==> src/rtl/mem_port_arbiter.sv <==
// Arbitrates one memory port between instruction fetch and the load/store unit.
// Optional build macro MEM_ARB_RR_EN selects round-robin instead of LS priority.

`ifndef ADDR_SIZE
`define ADDR_SIZE 31
`endif

module mem_port_arbiter #(
   parameter int unsigned DATA_W       = 32,
   parameter int unsigned STARVE_LIMIT = 4
) (
   input  logic                 clk,
   input  logic                 reset,
   input  logic                 if_req,
   input  logic [`ADDR_SIZE:0]  if_addr,
   output logic                 if_gnt,
   output logic                 if_valid,
   output logic [DATA_W-1:0]    if_rdata,
   input  logic                 ls_req,
   input  logic                 ls_we,
   input  logic [`ADDR_SIZE:0]  ls_addr,
   input  logic [DATA_W-1:0]    ls_wdata,
   output logic                 ls_gnt,
   output logic                 ls_valid,
   output logic [DATA_W-1:0]    ls_rdata,
   input  logic                 is_flush,
   output logic                 mem_req,
   output logic                 mem_we,
   output logic [`ADDR_SIZE:0]  mem_addr,
   output logic [DATA_W-1:0]    mem_wdata,
   input  logic                 mem_ready,
   input  logic [DATA_W-1:0]    mem_rdata
);

   typedef enum logic [1:0] {
      IDLE    = 2'd0,
      IF_WAIT = 2'd1,
      LS_WAIT = 2'd2
   } state_t;

   state_t               state_q, state_d;
   logic                 mem_req_q, mem_req_d;
   logic                 mem_we_q, mem_we_d;
   logic [`ADDR_SIZE:0]  mem_addr_q, mem_addr_d;
   logic [DATA_W-1:0]    mem_wdata_q, mem_wdata_d;
   logic                 if_gnt_q, if_gnt_d;
   logic                 ls_gnt_q, ls_gnt_d;
   logic                 if_valid_q, if_valid_d;
   logic                 ls_valid_q, ls_valid_d;
   logic [DATA_W-1:0]    if_rdata_q, if_rdata_d;
   logic [DATA_W-1:0]    ls_rdata_q, ls_rdata_d;
   logic                 drop_q, drop_d;

   logic                 if_ok;
   logic                 pick_if;
   logic                 pick_ls;

   assign if_ok = if_req & ~is_flush;

`ifdef MEM_ARB_RR_EN
   // Set when LS took the most recent grant; IF wins the next conflict.
   logic                 last_ls_q, last_ls_d;

   always_comb begin
      pick_ls = ls_req & (~if_ok | ~last_ls_q);
      pick_if = if_ok & ~pick_ls;
   end

   always_comb begin
      last_ls_d = last_ls_q;
      if (state_q == IDLE) begin
         if (pick_ls)      last_ls_d = 1'b1;
         else if (pick_if) last_ls_d = 1'b0;
      end
   end

   always_ff @(posedge clk or posedge reset) begin
      if (reset) last_ls_q <= 1'b0;
      else       last_ls_q <= last_ls_d;
   end
`else
   localparam logic [3:0] LIMIT = 4'(STARVE_LIMIT);

   logic [3:0]           streak_q, streak_d;
   logic                 force_if;

   always_comb begin
      force_if = if_ok & (streak_q >= LIMIT);
      pick_if  = if_ok & (~ls_req | force_if);
      pick_ls  = ls_req & ~pick_if;
   end

   // A flushed fetch can still bump the streak, so saturate rather than wrap.
   always_comb begin
      streak_d = streak_q;
      if (state_q == IDLE) begin
         if (pick_if || !if_req)
            streak_d = '0;
         else if (pick_ls && streak_q != 4'hF)
            streak_d = streak_q + 4'd1;
      end
   end

   always_ff @(posedge clk or posedge reset) begin
      if (reset) streak_q <= '0;
      else       streak_q <= streak_d;
   end
`endif

   always_comb begin
      state_d     = state_q;
      mem_req_d   = mem_req_q;
      mem_we_d    = mem_we_q;
      mem_addr_d  = mem_addr_q;
      mem_wdata_d = mem_wdata_q;
      if_gnt_d    = 1'b0;
      ls_gnt_d    = 1'b0;
      if_valid_d  = 1'b0;
      ls_valid_d  = 1'b0;
      if_rdata_d  = if_rdata_q;
      ls_rdata_d  = ls_rdata_q;
      drop_d      = drop_q;

      case (state_q)
         IDLE: begin
            drop_d = 1'b0;
            if (pick_ls) begin
               mem_req_d   = 1'b1;
               mem_we_d    = ls_we;
               mem_addr_d  = ls_addr;
               mem_wdata_d = ls_wdata;
               ls_gnt_d    = 1'b1;
               state_d     = LS_WAIT;
            end else if (pick_if) begin
               mem_req_d   = 1'b1;
               mem_we_d    = 1'b0;
               mem_addr_d  = if_addr;
               mem_wdata_d = '0;
               if_gnt_d    = 1'b1;
               state_d     = IF_WAIT;
            end else begin
               mem_req_d   = 1'b0;
            end
         end

         IF_WAIT: begin
            if (is_flush) drop_d = 1'b1;
            if (mem_ready) begin
               mem_req_d = 1'b0;
               drop_d    = 1'b0;
               state_d   = IDLE;
               if (!(drop_q || is_flush)) begin
                  if_valid_d = 1'b1;
                  if_rdata_d = mem_rdata;
               end
            end
         end

         LS_WAIT: begin
            if (mem_ready) begin
               mem_req_d  = 1'b0;
               ls_valid_d = 1'b1;
               ls_rdata_d = mem_we_q ? '0 : mem_rdata;
               state_d    = IDLE;
            end
         end

         default: begin
            state_d   = IDLE;
            mem_req_d = 1'b0;
         end
      endcase
   end

   always_ff @(posedge clk or posedge reset) begin
      if (reset) begin
         state_q     <= IDLE;
         mem_req_q   <= 1'b0;
         mem_we_q    <= 1'b0;
         mem_addr_q  <= '0;
         mem_wdata_q <= '0;
         if_gnt_q    <= 1'b0;
         ls_gnt_q    <= 1'b0;
         if_valid_q  <= 1'b0;
         ls_valid_q  <= 1'b0;
         if_rdata_q  <= '0;
         ls_rdata_q  <= '0;
         drop_q      <= 1'b0;
      end else begin
         state_q     <= state_d;
         mem_req_q   <= mem_req_d;
         mem_we_q    <= mem_we_d;
         mem_addr_q  <= mem_addr_d;
         mem_wdata_q <= mem_wdata_d;
         if_gnt_q    <= if_gnt_d;
         ls_gnt_q    <= ls_gnt_d;
         if_valid_q  <= if_valid_d;
         ls_valid_q  <= ls_valid_d;
         if_rdata_q  <= if_rdata_d;
         ls_rdata_q  <= ls_rdata_d;
         drop_q      <= drop_d;
      end
   end

   assign if_gnt    = if_gnt_q;
   assign if_valid  = if_valid_q;
   assign if_rdata  = if_rdata_q;
   assign ls_gnt    = ls_gnt_q;
   assign ls_valid  = ls_valid_q;
   assign ls_rdata  = ls_rdata_q;
   assign mem_req   = mem_req_q;
   assign mem_we    = mem_we_q;
   assign mem_addr  = mem_addr_q;
   assign mem_wdata = mem_wdata_q;

endmodule

==> config.mk <==
export PLATFORM = sky130hd
export DESIGN_NAME = mem_port_arbiter
export DESIGN_NICKNAME = d
export VERILOG_FILES = /design/src/rtl/mem_port_arbiter.sv
export SDC_FILE = /design/constraint.sdc
export NUM_CORES = 1
export LEC_CHECK = 0
export BUFFER_PORTS_ARGS = -buffer_cell sky130_fd_sc_hd__buf_2
export CAP_MARGIN = 5
export CORE_AREA = 2 2 116 118
export DETAILED_ROUTE_END_ITERATION = 10
export DIE_AREA = 0 0 118 120
export PLACE_DENSITY = 0.85
export SLEW_MARGIN = 20
export SYNTH_ARGS = -nofsm -noshare
export SYNTH_HDL_FRONTEND = slang
export SYNTH_SLANG_ARGS = --single-unit
export TNS_END_PERCENT = 5
==> constraint.sdc <==
create_clock -name clk -period 5.25 [get_ports clk]
set_input_delay 0.525 -clock clk [delete_from_list [all_inputs] [get_ports clk]]
set_output_delay 0.525 -clock clk [all_outputs]
set_load 0.03 [all_outputs]
==> metrics.md <==
| Metric | Value |
|---|---|
| Nets@finish | `883` |
| DP Wirelength | `9770 µm` |
| CTS tree | `built` |
| CTS Sinks | `141` |
| Crit-path cells | `buf_2` |
| YS warnings | `0` |
| Fin Setup TNS | `0 ns` |
| Clk buf depth | `2` |
| Final worst path period share | `42.2%` |
| Post-DRT Antenna Nets | `0` |
| Gpl congestion | `0.757` |
| Slowest-stage cell, CP | `dfrtp_1` |
| Starting density of the core | `46.0%` |
| Worst-case reg-to-reg path depth | `6` |
| Crit path time final | `2.22 ns` |
| ANT cells | `0` |
| Fin util | `61.3%` |
| Vias in the first global route | `4444` |
| Lkg Pwr | `0.00424 µW` |
| Unrepaired setup endpoints after global routing | `false` |
| DR vias | `4503` |
| Top fanout value on the critical path | `34` |
| Die ar. | `0.0142 mm²` |
| CP required | `4.72 ns` |
| Power Dens Cells | `717 mW/mm²` |
| Worst-Skew Late Latency | `0.42 ns` |
| Syn Area/Cell | `12.3 µm²` |
| Max incr delay on CP | `0.94 ns` |
| Number of flops mapped to enable cells by yosys | `0` |
| Yosys top cell by area | `dfrtp_1` |
| Initial antenna violation count | `0` |
| Drt drc | `0` |
| Clk pin slew, worst setup/hold paths | `0.06 ns` |
| Num rows | `42` |
| Worst-margin pin slew | `1.02 ns` |
| CP Launch Point | `mem_we$_DFFE_PP0P_` |
| Status | `finished, final reports clean` |
| CP bufs+invs | `1` |
| Async SR Flop Fraction | `100%` |
| Area delta synth->final | `33.2%` |
| Global-route wire length before repair | `22200 µm` |
| Die W | `118 µm` |
| Count of pins over their slew limit | `0` |
| Number of setup violations in the final report | `0` |
| Reg2Reg Setup Slack | `3.16 ns` |
| Max cap viols | `0` |
| CTS Buf Count | `17` |
| Worst reg2reg startpoint | `state_q[1]$_DFFE_PP0P_` |
| H-tree lvl count | `4` |
| Syn_nets | `624` |
| Commonest cells post-synth | `141 x dfrtp_1, 74 x nand2_1, 36 x o21ai_0` |
| Post-CTS setup buffer count | `0` |
| Setup Skew | `0.00830 ns` |
| Port bufs | `268` |
| Grt ovf | `0` |
| Post-synthesis cell area | `0.00598 mm²` |
| Share of cells above drive strength 1 | `46.2%` |
| FMAX | `451 MHz` |
| Startpoint types | `flip-flop` |
| 1st-pass router iterations | `4` |
| Synth Register Bits | `141` |
| Cells after Synth | `485` |
| WS Path Type | `reg2out` |
| Drt total wl | `14000 µm` |
| CP delay by family, top | `flip-flops` |
| Die H | `120 µm` |
| CP arrival | `1.69 ns` |
| Synth top area share | `59.0%` |
| Area of the core | `0.0130 mm²` |
| Resized cells post-CTS | `0` |
| Largest net degree at the start of global routing | `86` |
| Slew margin rel. | `31.7%` |
| Synth unique cells | `36` |
| Sequential share of the synthesized area | `59.0%` |
| # IOs | `269` |
| Final count of hold timing violations | `0` |
| Tot GR Track Use | `20.1%` |
| First DRT Iteration DRCs | `280` |
| Average wire per standard cell | `15.0 µm` |
| Area contributors post-synth | `dfrtp_1 59%, mux2_4 7.3%, mux2i_1 5.4%, a22o_1 4.8%, nand2_1 4.6%` |
| CP endpoint kind | `primary output` |
| Reg2reg end | `mem_addr[26]$_DFFE_PP0P_` |
| FILL cells | `1095` |
| Min-Delay Path Class | `in2async` |
| CTS Hold Bufs | `0` |
| Via density | `4.84` |
| Synth Flop Type | `dfrtp_1` |
| Maximum vdd ir drop | `0.356 mV` |
| Clock root buffer master | `clkbuf_16` |
| Most numerous cell in the Yosys netlist | `dfrtp_1` |
## per-stage QoR
| step | power [µW] | setup WS (ns) | cell area (µm²) | hold slack (ns) | instances |
|---|---|---|---|---|---|
| 2_1_floorplan | 3760 | 0.944 | 5980 | 0.474 | 485 |
| 3_3_place_gp | 4420 | 2.88 | 7330 | 0.457 | 900 |
| 3_5_place_dp | 4490 | 2.85 | 7330 | 0.460 | 900 |
| 4_1_cts | 5760 | 3.00 | 7940 | 0.273 | 930 |
| 5_1_grt | 6020 | 2.91 | 7960 | 0.305 | 931 |
| 6_report | 5710 | 3.03 | 7960 | 0.240 | 931 |
## layer usage
metal | GRT usage (%) | wire length [µm] | up-vias
met2 | 33.3 | 6950 | 199
li1 | - | - | 2197
met5 | 0 | 0 | -
met4 | 7.68 | 265 | 0
met3 | 5.66 | 936 | 23
met1 | 25.2 | 5830 | 2084
## cells by family after synthesis
| kind of cell | share of synthesized area [%] |
|---|---|
| buffers and inverters | 4.54 |
| muxes | 13.4 |
| AOI/OAI and AO/OA | 12.1 |
| adders and majority gates | 0.838 |
| DFF | 59.0 |
| and+or+nand+nor | 10.1 |
## registers in the layout, summed over array words and instances, names as in the netlist
| signal | count |
|---|---|
| if_rdata | 32 |
| ls_rdata | 32 |
| mem_addr | 32 |
| mem_wdata | 32 |
| streak_q | 4 |
| state_q | 2 |
| drop_q | 1 |
| if_gnt | 1 |
| if_valid | 1 |
| ls_gnt | 1 |
| ls_valid | 1 |
| mem_req | 1 |
| mem_we | 1 |
## layout by cell type (no fill, tap or decap), types with 5 or more instances in the layout
cell type / n
nand2b_1: 34
mux2i_1: 32
o21ai_0: 36
dfrtp_1: 141
a22o_1: 33
buf_2: 268
inv_1: 5
o21ai_2: 7
o21ai_1: 25
clkbuf_16: 17
nand2_1: 73
nor2_1: 5
mux2_4: 29
## worst max path at each step
stage,depth (start not counted),endpoint,slack (ns)
6_report,1,mem_we,3.03
2_1_floorplan,1,drop_q$_DFFE_PP0P_,0.94
4_1_cts,1,mem_we,3.00
3_5_place_dp,5,mem_addr[4]$_DFFE_PP0P_,2.85
3_3_place_gp,5,mem_wdata[3]$_DFFE_PP0P_,2.88
5_1_grt,1,mem_we,2.91
## where the power goes
part	internal (µW)	leakage, µW	switching [µW]	total, µW
registers	1600	0.00178	306	1910
logic	857	0.00216	1700	2560
clock network	801	0.000295	440	1240
## final cells by class
class	instances	area, µm²	share of cell area (%)
Multi-Input combinational cell	306	2190	27.5
Clock inverter	11	168	2.11
Clock buffer	19	443	5.56
Timing Repair Buffer	272	1380	17.4
Sequential cell	141	3530	44.3
Inverter	6	27.5	0.346
Tap cell	176	220	2.77
Power figures use the tool's default switching activity.
